[config.mk]
export PLATFORM = sky130hd
export DESIGN_NAME = seven_seg_scanner
export DESIGN_NICKNAME = d
export VERILOG_FILES = /design/src/rtl/seg_pkg.sv /design/src/rtl/refresh_prescaler.sv /design/src/rtl/seven_seg_scanner.sv
export SDC_FILE = /design/constraint.sdc
export NUM_CORES = 1
export LEC_CHECK = 0
export BUFFER_PORTS_ARGS = -buffer_cell sky130_fd_sc_hd__buf_2
export CORE_MARGIN = 8
export CORE_UTILIZATION = 55
export DETAILED_ROUTE_END_ITERATION = 6
export HOLD_SLACK_MARGIN = 0.1
export PLACE_DENSITY = 0.75
export SETUP_SLACK_MARGIN = 0.02
export SLEW_MARGIN = 20
export SYNTH_ARGS = -nofsm -noshare
export SYNTH_HDL_FRONTEND = slang
export SYNTH_HIERARCHICAL = 1
export SYNTH_SLANG_ARGS = --single-unit
[constraint.sdc]
create_clock -name clk -period 4.1 [get_ports clk]
set_clock_uncertainty 0.1 [all_clocks]
set_input_delay 0.41 -clock clk [delete_from_list [all_inputs] [get_ports clk]]
set_output_delay 0.41 -clock clk [all_outputs]
set_load 0.05 [all_outputs]
[src/rtl/seg_pkg.sv]
// ---------------------------------------------------------------------------
// seg_pkg
// Shared types and constants for the seven-segment display path.
//   digit_idx_t         : 2-bit digit index (0 = rightmost digit)
//   nibble_t            : one hex digit
//   NUM_DIGITS          : digits per frame (fixed at 4)
//   DEFAULT_REFRESH_DIV : clock cycles per digit slot (1 kHz/digit at 100 MHz)
// Helper functions pick a nibble out of a 16-bit display word and decide
// whether a digit is a leading zero.
// ---------------------------------------------------------------------------
package seg_pkg;

  typedef logic [1:0] digit_idx_t;
  typedef logic [3:0] nibble_t;

  localparam int NUM_DIGITS          = 4;
  localparam int DEFAULT_REFRESH_DIV = 100000;

  // Nibble of a 16-bit display word belonging to digit idx.
  function automatic nibble_t select_nibble(input logic [15:0] value,
                                            input digit_idx_t  idx);
    return value[4*idx +: 4];
  endfunction

  // True when digit idx is a leading zero: every nibble from digit 3 down
  // to idx is zero. Digit 0 is never a leading zero so a value of 0 still
  // shows a single "0".
  function automatic logic leading_zero(input logic [15:0] value,
                                        input digit_idx_t  idx);
    logic result;
    case (idx)
      2'd1:    result = (value[15:4]  == 12'h000);
      2'd2:    result = (value[15:8]  == 8'h00);
      2'd3:    result = (value[15:12] == 4'h0);
      default: result = 1'b0;
    endcase
    return result;
  endfunction

endpackage

[src/rtl/refresh_prescaler.sv]
// ---------------------------------------------------------------------------
// refresh_prescaler
// Divides the system clock down to one tick per digit slot.
// Ports:
//   clk    in  : system clock
//   reset  in  : synchronous active-high reset, clears the count
//   enable in  : count advances only while high; low holds the count
//   tick   out : high in the last cycle of a slot (count == REFRESH_DIV-1)
//                while enable is high
// Parameters:
//   REFRESH_DIV : cycles per slot, must be >= 2
// ---------------------------------------------------------------------------
module refresh_prescaler
  import seg_pkg::*;
#(
  parameter int REFRESH_DIV = DEFAULT_REFRESH_DIV
) (
  input  logic clk,
  input  logic reset,
  input  logic enable,
  output logic tick
);

  localparam int CW = (REFRESH_DIV > 1) ? $clog2(REFRESH_DIV) : 1;
  localparam logic [CW-1:0] LAST = CW'(REFRESH_DIV - 1);

  logic [CW-1:0] count;

  // tick is combinational so the scanner can act on the same edge that
  // wraps the count; a frozen prescaler never ticks.
  assign tick = enable && (count == LAST);

  // Slot counter: 0..REFRESH_DIV-1, held while disabled.
  always_ff @(posedge clk) begin
    if (reset) begin
      count <= '0;
    end else if (enable) begin
      if (tick) begin
        count <= '0;
      end else begin
        count <= count + 1'b1;
      end
    end
  end

endmodule

[src/rtl/seven_seg_scanner.sv]
// ---------------------------------------------------------------------------
// seven_seg_scanner
// Time-multiplex controller for a 4-digit seven-segment display.
// Ports:
//   clk         in  : system clock
//   reset       in  : synchronous active-high reset
//   enable      in  : scan enable; low freezes scanning and blanks display
//   value_in    in  : 16-bit display word, digit 0 = [3:0]
//   value_valid in  : single-cycle strobe capturing value_in
//   digit_sel   out : current digit index (to the anode decoder)
//   hex_out     out : nibble of the displayed word for digit_sel
//   blank       out : high forces all segments off
//   frame_done  out : one-cycle pulse as digit 3's slot ends
// Parameters:
//   REFRESH_DIV : clock cycles per digit slot (>= 2)
// Build option:
//   SEVEN_SEG_LEADING_ZERO_BLANK_EN : when defined, leading-zero digits
//   (all nibbles from 3 down to the digit are zero, digit != 0) are blanked.
//
// New words go into a pending register and only move to the displayed
// (shadow) register at a frame boundary, so a frame never mixes two words.
// ---------------------------------------------------------------------------
module seven_seg_scanner
  import seg_pkg::*;
#(
  parameter int REFRESH_DIV = DEFAULT_REFRESH_DIV
) (
  input  logic        clk,
  input  logic        reset,
  input  logic        enable,
  input  logic [15:0] value_in,
  input  logic        value_valid,
  output logic [1:0]  digit_sel,
  output logic [3:0]  hex_out,
  output logic        blank,
  output logic        frame_done
);

  localparam digit_idx_t LAST_DIGIT = digit_idx_t'(NUM_DIGITS - 1);

  logic        tick;
  logic        boundary;
  digit_idx_t  digit_next;
  logic [15:0] shadow, shadow_next;
  logic [15:0] pending, pending_next;
  logic        pending_flag, pending_flag_next;
  nibble_t     hex_next;
  logic        blank_next;

  refresh_prescaler #(
    .REFRESH_DIV(REFRESH_DIV)
  ) u_prescaler (
    .clk   (clk),
    .reset (reset),
    .enable(enable),
    .tick  (tick)
  );

  // Next-state logic. hex_out and blank are computed from the *next*
  // digit index and shadow word so that, once registered, they line up
  // with digit_sel in the same cycle and never show a stale pairing.
  // A strobe landing exactly on the boundary bypasses pending so it is
  // shown in the very next frame.
  always_comb begin
    boundary          = tick && (digit_sel == LAST_DIGIT);
    digit_next        = tick ? (digit_sel + 2'd1) : digit_sel;
    shadow_next       = shadow;
    pending_next      = pending;
    pending_flag_next = pending_flag;

    if (value_valid) begin
      pending_next      = value_in;
      pending_flag_next = 1'b1;
    end

    if (boundary) begin
      if (value_valid) begin
        shadow_next = value_in;
      end else if (pending_flag) begin
        shadow_next = pending;
      end
      pending_flag_next = 1'b0;
    end

    hex_next = select_nibble(shadow_next, digit_next);

`ifdef SEVEN_SEG_LEADING_ZERO_BLANK_EN
    blank_next = !enable || leading_zero(shadow_next, digit_next);
`else
    blank_next = !enable;
`endif
  end

  // State and output registers; reset wins over everything and drops any
  // pending word.
  always_ff @(posedge clk) begin
    if (reset) begin
      digit_sel    <= '0;
      hex_out      <= '0;
      blank        <= 1'b0;
      frame_done   <= 1'b0;
      shadow       <= '0;
      pending      <= '0;
      pending_flag <= 1'b0;
    end else begin
      digit_sel    <= digit_next;
      hex_out      <= hex_next;
      blank        <= blank_next;
      frame_done   <= boundary;
      shadow       <= shadow_next;
      pending      <= pending_next;
      pending_flag <= pending_flag_next;
    end
  end

endmodule

---- Word level (Yosys, flattened, before mapping) ----
Cells that the tools add are included.
operators by class
  add/subtract/negate cells ............... 2
  equal/unequal tests ..................... 2
  shift operators ......................... 1
  mux-type cells .......................... 5
  reductions and logical operators ........ 4
operator list
  cell                                                             count
  16-bit 2-to-1 mux                                                3
  17-bit by 1-bit adder with 17-bit output, second input constant  1
  17-bit == test, second input constant                            1
  17-bit 2-to-1 mux                                                1
  16-bit by 5-bit variable part select with 4-bit output           1
  2-bit by 1-bit adder with 2-bit output, second input constant    1
  2-bit == test, second input constant                             1
  1-bit logical AND                                                2
  2-bit 2-to-1 mux                                                 1
  2-bit OR reduction                                               1
  1-bit logical NOT                                                1
word-level totals
  bits in registers ....................... 58
  output and inout bits ................... 8

---- Depth between registers and ports, before layout ----
Gate-level depths: netlist of the first run.
  word-level depth ........................ 5
  depth in mapped cells ................... 11
  gate-level depth less buffers ........... 7

---- By module ----
Netlist of the first run, hierarchy kept.
by module, submodules not included
  module             times used  cells each  area an instance (um2)  seq. area each (um2)
  seven_seg_scanner  1           176         1,790.5                 820.8
  refresh_prescaler  1           92          815.8                   340.3

---- Worst setup path before layout of the first run ----
OpenSTA, ideal clock, no wires.
  path type ............................... reg-to-reg
  from .................................... register u_prescaler.count[6]
  to ...................................... register hex_out[2]
  library setup time ...................... 131 ps
  data arrival time ....................... 2,656 ps
  data required time ...................... 3,869 ps
  path slack .............................. 1,213 ps
  stages on the path, launching flop included .. 9
  path buffers ............................ 1
  period minus slack after synthesis ...... 2,887 ps
  cells stage by stage .................... dfxtp_1 -> or4b_1 -> or4b_4 -> nor3_1 -> buf_6 -> mux2_2 -> mux2_1 -> a32oi_1 -> o211ai_1
between the ends
  cells in the longest elaborated chain, start to end .. 5
  elaborated cells between the ends (all ways) .. 6
ends and longest elaborated chain
  what                                                      RTL line                  source
  from (decl)                                               refresh_prescaler.sv:27   logic [CW-1:0] count;
  from (signal assigned)                                    refresh_prescaler.sv:41   count <= count + 1'b1;
  17-bit == test *                                          refresh_prescaler.sv:31   assign tick = enable && (count == LAST);
  1-bit logical AND *                                       refresh_prescaler.sv:31
  via tick                                                  seven_seg_scanner.sv:41   logic tick;
  1-bit logical AND                                         seven_seg_scanner.sv:65   boundary = tick && (digit_sel == LAST_DIGIT);
  16-bit 2-to-1 mux                                         seven_seg_scanner.sv:76   if (boundary) begin
  16-bit by 5-bit variable part select with 4-bit output *  seg_pkg.sv:22             return value[4*idx +: 4];
  to (signal assigned)                                      seven_seg_scanner.sv:107  hex_out <= hex_next;
  to (decl)                                                 seven_seg_scanner.sv:34   output logic [3:0] hex_out,
Mark *: on every way through the listed nets, which the timed path passes. The rest lies on a longest branch.
A chain may end at the register's enable or synchronous reset.

---- Worst setup path in the final report of the first run ----
  from .................................... register u_prescaler.count[6]
  to ...................................... register hex_out[0]
The elaborated chain is that of the path after synthesis.

==> results.sh, run 1 <==
export IMPL_status="finished clean"
export IMPL_worstRegToRegCells=7
export IMPL_cts_setup_buffers=0
export IMPL_synthArstFlopShare_pct=0
export IMPL_slowest_delay_ps=610
export IMPL_start_util_pct=55.9
export IMPL_cts_sinks=58
export IMPL_grt_pass1_vias=1882
export IMPL_syn_nets=290
export IMPL_yosysWarnings=6
export IMPL_avgRoutedWirePerCell_um=14.7
export IMPL_power_share_combinational_pct=5.0
export IMPL_syn_cell_area_um2=2610
export IMPL_ys_seq_area_share_pct=44.6
export IMPL_period_minus_slack_ps=3170
export IMPL_dr_pass1_iters=4
export IMPL_synthTopCellsByArea="dfxtp_1 45%, mux2i_1 9.2%, nor2_1 7.6%"
export IMPL_max_freq_mhz=316
export IMPL_synth_edf_count=0
export IMPL_vias=1968
export IMPL_sequentialPowerShare_pct=50.5
export IMPL_cap_violations=0
export IMPL_ys_ff_latch=58
export IMPL_cp_end_kind="flop"
export IMPL_whs_path_depth=3
export IMPL_drv_slew=0
export IMPL_cts_hold_buffers=0
export IMPL_core_um2=4660
export IMPL_final_nets=316
export IMPL_final_setup_viol_count=0
export IMPL_yosysMostFrequentCell="dfxtp_1"
export IMPL_drt_iter0_markers=127
export IMPL_die_x_um=84.8
export IMPL_die_height_um=84.8
export IMPL_synth_commonest_cells="58 x dfxtp_1, 53 x nor2_1, 24 x mux2i_1"
export IMPL_drc=0
export IMPL_finalHoldViolCount=0
export IMPL_synth_top_area_cell="dfxtp_1"
export IMPL_rsz0062_at_grt="false"
export IMPL_syn2layout_area_growth_pct=12.3
export IMPL_power_leakage_uw=0.00114
export IMPL_tns_ps=0
export IMPL_cts_tree="yes"
export IMPL_place_hpwl_um=3700
export IMPL_arrival_ps=3290
export IMPL_power_density_nw_per_um2=394
export IMPL_p_int_uw=913
export IMPL_insertedDiodeCount=0
export IMPL_path_delay_family="simple AND/OR/NAND/NOR gates"
export IMPL_tightestPinTransition_ps=900
export IMPL_drive_gt1_share_pct=19.4
export IMPL_path_clk_slew_ps=60
export IMPL_crit_path_top_delay_cell="mux4_2"
export IMPL_critPathMaxFanout=14
export IMPL_path_class="flop to flop"
export IMPL_ir_drop_uv=247
export IMPL_synth_top_area_share_pct=44.6
export IMPL_slew_headroom_pct=39.7
export IMPL_globalRoute_totalOverflow=0
export IMPL_core_rowCount=25
export IMPL_ant_nets=0
export IMPL_grt_pass1_wl_um=9000
export IMPL_antenna_found_initial=0
export IMPL_ys_types=42
export IMPL_power_switching_uw=241
export IMPL_path_cells="or4b_1 -> or4b_4 -> nor3_1 -> buf_4 -> xnor2_2 -> mux4_2 -> o32ai_2"
export IMPL_grt_usage_pct=15.5
export IMPL_synthFlopType="dfxtp_1"
export IMPL_critical_path_startpoint_type="flop"
export IMPL_synthCells=268
export IMPL_via_per_inst=5.58
export IMPL_syn_avg_cell_area_um2=9.72
export IMPL_wirelength_um=5190
export IMPL_h_tree_depth=3
export IMPL_post_route_period_util_pct=77.3
export IMPL_pwr_share_clk_pct=44.5
export IMPL_fin_ws_ps=932
export IMPL_cts_resized_gates=0
export IMPL_io_pins=28
export IMPL_dp_slack_ps=936
export IMPL_path_depth=7
export IMPL_die_area_um2=7200
export IMPL_hold_class="primary input to flop"
export IMPL_cts_buffers=9
export IMPL_gp_congestion=0.887
export IMPL_numPortBuffers=27
export IMPL_grt_max_degree=45
export IMPL_path_buf_inv=1
export IMPL_switching_share_pct=20.9
export IMPL_cts_buffer_depth=2
export IMPL_worstPathRequired_ps=4220
export IMPL_worstSkewPairLatency_ps=310
export IMPL_cts_root_buf="clkbuf_8"
power groups by stage:
| stage | logic (µW) | clock network (µW) | registers, µW |
|---|---|---|---|
| 5_1_grt | 66.4 | 550 | 584 |
| 2_1_floorplan | 41.1 | 0 | 595 |
| 3_3_place_gp | 57.5 | 0 | 595 |
| 6_report | 58.3 | 513 | 583 |
| 3_5_place_dp | 58.6 | 0 | 595 |
| 4_1_cts | 58.9 | 524 | 583 |
through the flow:
stage	cells	total power, µW	cell area, µm²	hold WS (ps)	util (%)
2_1_floorplan	268	636	2610	351	-
3_3_place_gp	337	652	2730	371	58.6
6_report	353	1150	2930	249	62.8
3_5_place_dp	337	654	2730	379	58.6
5_1_grt	353	1200	2930	290	62.8
4_1_cts	353	1170	2930	243	62.8
worst paths after layout:
check / from / to / slack [ps]
worst max-delay path: u_prescaler/count[6]$_SDFFE_PP0P_ / hex_out[0]$_SDFF_PP0_ / 930
worst min-delay path: value_in[2] / pending[2]$_SDFFE_PP0P_ / 250
worst max register to register: u_prescaler/count[6]$_SDFFE_PP0P_ / hex_out[0]$_SDFF_PP0_ / 930
worst min register to register: pending[10]$_SDFFE_PP0P_ / pending[10]$_SDFFE_PP0P_ / 380
logic make-up (layout without fill, tap and decap cells):
group / after synthesis / after routing / share of synthesized area [%]
adders and majority gates: 2 / 2 / 0.960
buffers and inverters: 26 / 57 / 5.52
and+or+nand+nor: 98 / 98 / 17.9
xor gates and xnor gates: 16 / 16 / 5.66
muxes: 32 / 32 / 14.0
AOI/OAI and AO/OA: 36 / 36 / 11.5
DFF: 58 / 58 / 44.6
worst reg2reg max path, stage by stage, from the launching register on:
cell and delay, ps:
dfxtp_1 350, or4b_1 530, or4b_4 560, nor3_1 150, buf_4 210, xnor2_2 360
mux4_2 620, o32ai_2 210
registers in the layout, summed over array words and instances, names as in the netlist:
name and count:
blank 1, pending 16, pending_flag 1, u_prescaler/count 17
shadow 16, frame_done 1, digit_sel 2, hex_out 4
final cells by class:
cell class	instances	area, µm²
clock inverter	2	35.0
sequential	58	1160
fill	384	1730
tap	54	67.6
inverter	11	41.3
timing repair buffer	30	158
multi-input combinational	184	1300
clock buffer	14	163
per-layer routing:
metal | share of wire (%) | vias to the layer above | wire, µm | global-route usage (%)
met5 | 0 | - | 0 | 0
met4 | 1.0 | 0 | 53 | 7.28
met3 | 4.2 | 4 | 218 | 3.96
met2 | 43 | 39 | 2210 | 21.3
met1 | 52 | 915 | 2710 | 21.7
li1 | - | 1010 | - | -
cell usage in the layout, fill, tap and decap left out, drive strengths merged, types with 4 or more instances in the layout:
master / instances
a211oi: 14
buf: 30
clkbuf: 14
dfxtp: 58
inv: 11
mux2: 5
mux2i: 24
nand2: 11
nand4: 9
nor2: 53
nor3: 6
nor4: 6
o21ai: 5
xnor2: 12
xor2: 4
(Power assumes the default switching activity.)
==> run 2: changes to the inputs <==
--- a/config.mk
+++ b/config.mk
@@ -7,7 +7,7 @@
 export LEC_CHECK = 0
 export BUFFER_PORTS_ARGS = -buffer_cell sky130_fd_sc_hd__buf_2
 export CORE_MARGIN = 8
-export CORE_UTILIZATION = 55
+export CORE_UTILIZATION = 52
 export DETAILED_ROUTE_END_ITERATION = 6
 export HOLD_SLACK_MARGIN = 0.1
 export PLACE_DENSITY = 0.75
==> constraint.sdc (replaced) <==
create_clock -name clk -period 2.7 [get_ports clk]
set_clock_uncertainty 0.1 [all_clocks]
set_input_delay 0.27 -clock clk [delete_from_list [all_inputs] [get_ports clk]]
set_output_delay 0.27 -clock clk [all_outputs]
set_load 0.05 [all_outputs]
==> results.sh, run 2 (synthesized netlist as in run 1, its figures left out) <==
export IMPL_status="finished, violations left"
export IMPL_violations="negative setup slack"
export IMPL_slew_headroom_pct=48.6
export IMPL_multi_input_area_um2=1360
export IMPL_startpoint="u_prescaler/count[6]$_SDFFE_PP0P_"
export IMPL_layout_common_cells="57 x dfxtp_1, 53 x nor2_1, 27 x buf_2"
export IMPL_path_cells="or4b_1 -> or4b_4 -> nor3_4 -> buf_6 -> mux2_4 -> mux2_4 -> a32oi_1 -> o211ai_1"
export IMPL_rsz0062_at_grt="true"
export IMPL_cts_buffer_depth=2
export IMPL_die_height_um=86.8
export IMPL_rr_endpoint="hex_out[2]$_SDFF_PP0_"
export IMPL_cts_setup_buffers=0
export IMPL_dp_slack_ps=-56.5
export IMPL_drive_gt1_share_pct=25.3
export IMPL_cts_sinks=58
export IMPL_vias=2065
export IMPL_final_cell_area_um2=3120
export IMPL_power_uw=1650
export IMPL_avgRoutedWirePerCell_um=14.3
export IMPL_path_clk_slew_ps=60
export IMPL_syn2layout_area_growth_pct=19.8
export IMPL_ir_drop_uv=343
export IMPL_wirelength_um=5460
export IMPL_start_util_pct=54.5
export IMPL_drc=0
export IMPL_die_x_um=86.8
export IMPL_final_nets=333
export IMPL_arrival_ps=2870
export IMPL_rr_startpoint="u_prescaler/count[6]$_SDFFE_PP0P_"
export IMPL_insertedDiodeCount=0
export IMPL_dpl_cell_area_um2=2880
export IMPL_worstSkewPairLatency_ps=330
export IMPL_fillers=403
export IMPL_cts_root_buf="clkbuf_8"
export IMPL_cts_buffers=9
export IMPL_critical_path_startpoint_type="flop"
export IMPL_gp_congestion=0.805
export IMPL_drt_iter0_markers=92
export IMPL_power_density_nw_per_um2=528
export IMPL_seq_area_um2=1160
export IMPL_fin_util_pct=65.3
export IMPL_final_setup_viol_count=4
export IMPL_crit_path_top_delay_cell="or4b_4"
export IMPL_hold_class="primary input to flop"
export IMPL_grt_pass1_vias=2059
export IMPL_largest_register_ff_count=17
export IMPL_place_hpwl_um=3960
export IMPL_tightestPinTransition_ps=772
export IMPL_worstRegToRegCells=8
export IMPL_die_area_um2=7530
export IMPL_ant_nets=0
export IMPL_dr_pass1_iters=4
export IMPL_globalRoute_totalOverflow=0
export IMPL_fin_ws_ps=-66.7
export IMPL_worstPathRequired_ps=2800
export IMPL_cp_end_kind="flop"
export IMPL_antenna_found_initial=0
export IMPL_h_tree_depth=3
export IMPL_numPortBuffers=27
export IMPL_path_class="flop to flop"
export IMPL_io_pins=28
export IMPL_critPathMaxFanout=4
export IMPL_fin_hold_ws_ps=114
export IMPL_slowest_delay_ps=550
export IMPL_endpoint="hex_out[2]$_SDFF_PP0_"
export IMPL_top_register="u_prescaler/count"
export IMPL_finalHoldViolCount=0
export IMPL_cap_violations=0
export IMPL_final_common_cell="dfxtp_1"
export IMPL_power_leakage_uw=0.00124
export IMPL_grt_pass1_wl_um=9400
export IMPL_via_per_inst=5.39
export IMPL_grt_max_degree=45
export IMPL_core_rowCount=25
export IMPL_period_minus_slack_ps=2770
export IMPL_cts_tree="yes"
export IMPL_r2r_slack_ps=-70
export IMPL_max_freq_mhz=361
export IMPL_core_um2=4790
export IMPL_post_route_period_util_pct=102
export IMPL_grt_usage_pct=16.0
export IMPL_drv_slew=0
export IMPL_path_common_cell="mux2_4"
export IMPL_reg_largest_list="u_prescaler/count (17), pending (16), shadow (16)"
==> run 2: power by group <==
part	switching [µW]	total [µW]	leakage (µW)	internal (µW)
registers	11.7	886	0.000472	875
logic	55.2	93.6	0.000685	38.4
clock network	314	668	0.0000872	354
==> run 2: worst min path at each step <==
stage          slack [ps]                startpoint                                end  cells past startpoint
5_1_grt               110                    enable                   blank$_SDFF_PP0_                      2
6_report              110                    enable                   blank$_SDFF_PP0_                      2
3_5_place_dp          390  pending[10]$_SDFFE_PP0P_           pending[10]$_SDFFE_PP0P_                      2
3_3_place_gp          380  pending[10]$_SDFFE_PP0P_           pending[10]$_SDFFE_PP0P_                      2
4_1_cts               100                    enable                   blank$_SDFF_PP0_                      2
2_1_floorplan         240                     reset  u_prescaler/count[1]$_SDFFE_PP0P_                      1
==> run 2: per-layer routing <==
layer | up-vias | part of all wire [%] | GRT usage [%]
met3 | 15 | 5.3 | 5.01
li1 | 1044 | - | -
met5 | - | 0 | 0
met4 | 0 | 2.7 | 10.0
met1 | 966 | 46 | 18.9
met2 | 40 | 46 | 24.6
==> run 2: worst max-delay path, delay by kind of cell, from the launching register on <==
kind	cells	cell delay [ps]
DFF	1	310
buffers and inverters	1	150
and+or+nand+nor	3	1180
muxes	2	610
AOI/OAI and AO/OA	2	270
==> run 2: cell type report <==
cell class                 instances  share of cell area [%]
tap                               67                    2.68
clock buffer                      13                    4.77
clock inverter                     3                   0.481
multi-input combinational        184                    43.7
timing repair buffer              47                    9.86
sequential                        58                    37.2
inverter                          11                    1.32
==> run 2: timing repair <==
action / 4_1_cts / 5_1_grt
hold buffers: 1 / 0
resized for setup: 2 / 14
setup endpoints to repair: 5 / 14
hold endpoints to repair: 1 / 0
pin swaps: 0 / 2
==> run 2: per-stage QoR <==
step           cells  TNS, ps
6_report         383     -111
5_1_grt          383     -697
4_1_cts          383     -213
3_5_place_dp     366     -177
3_3_place_gp     366    -6.12
2_1_floorplan    268     -342
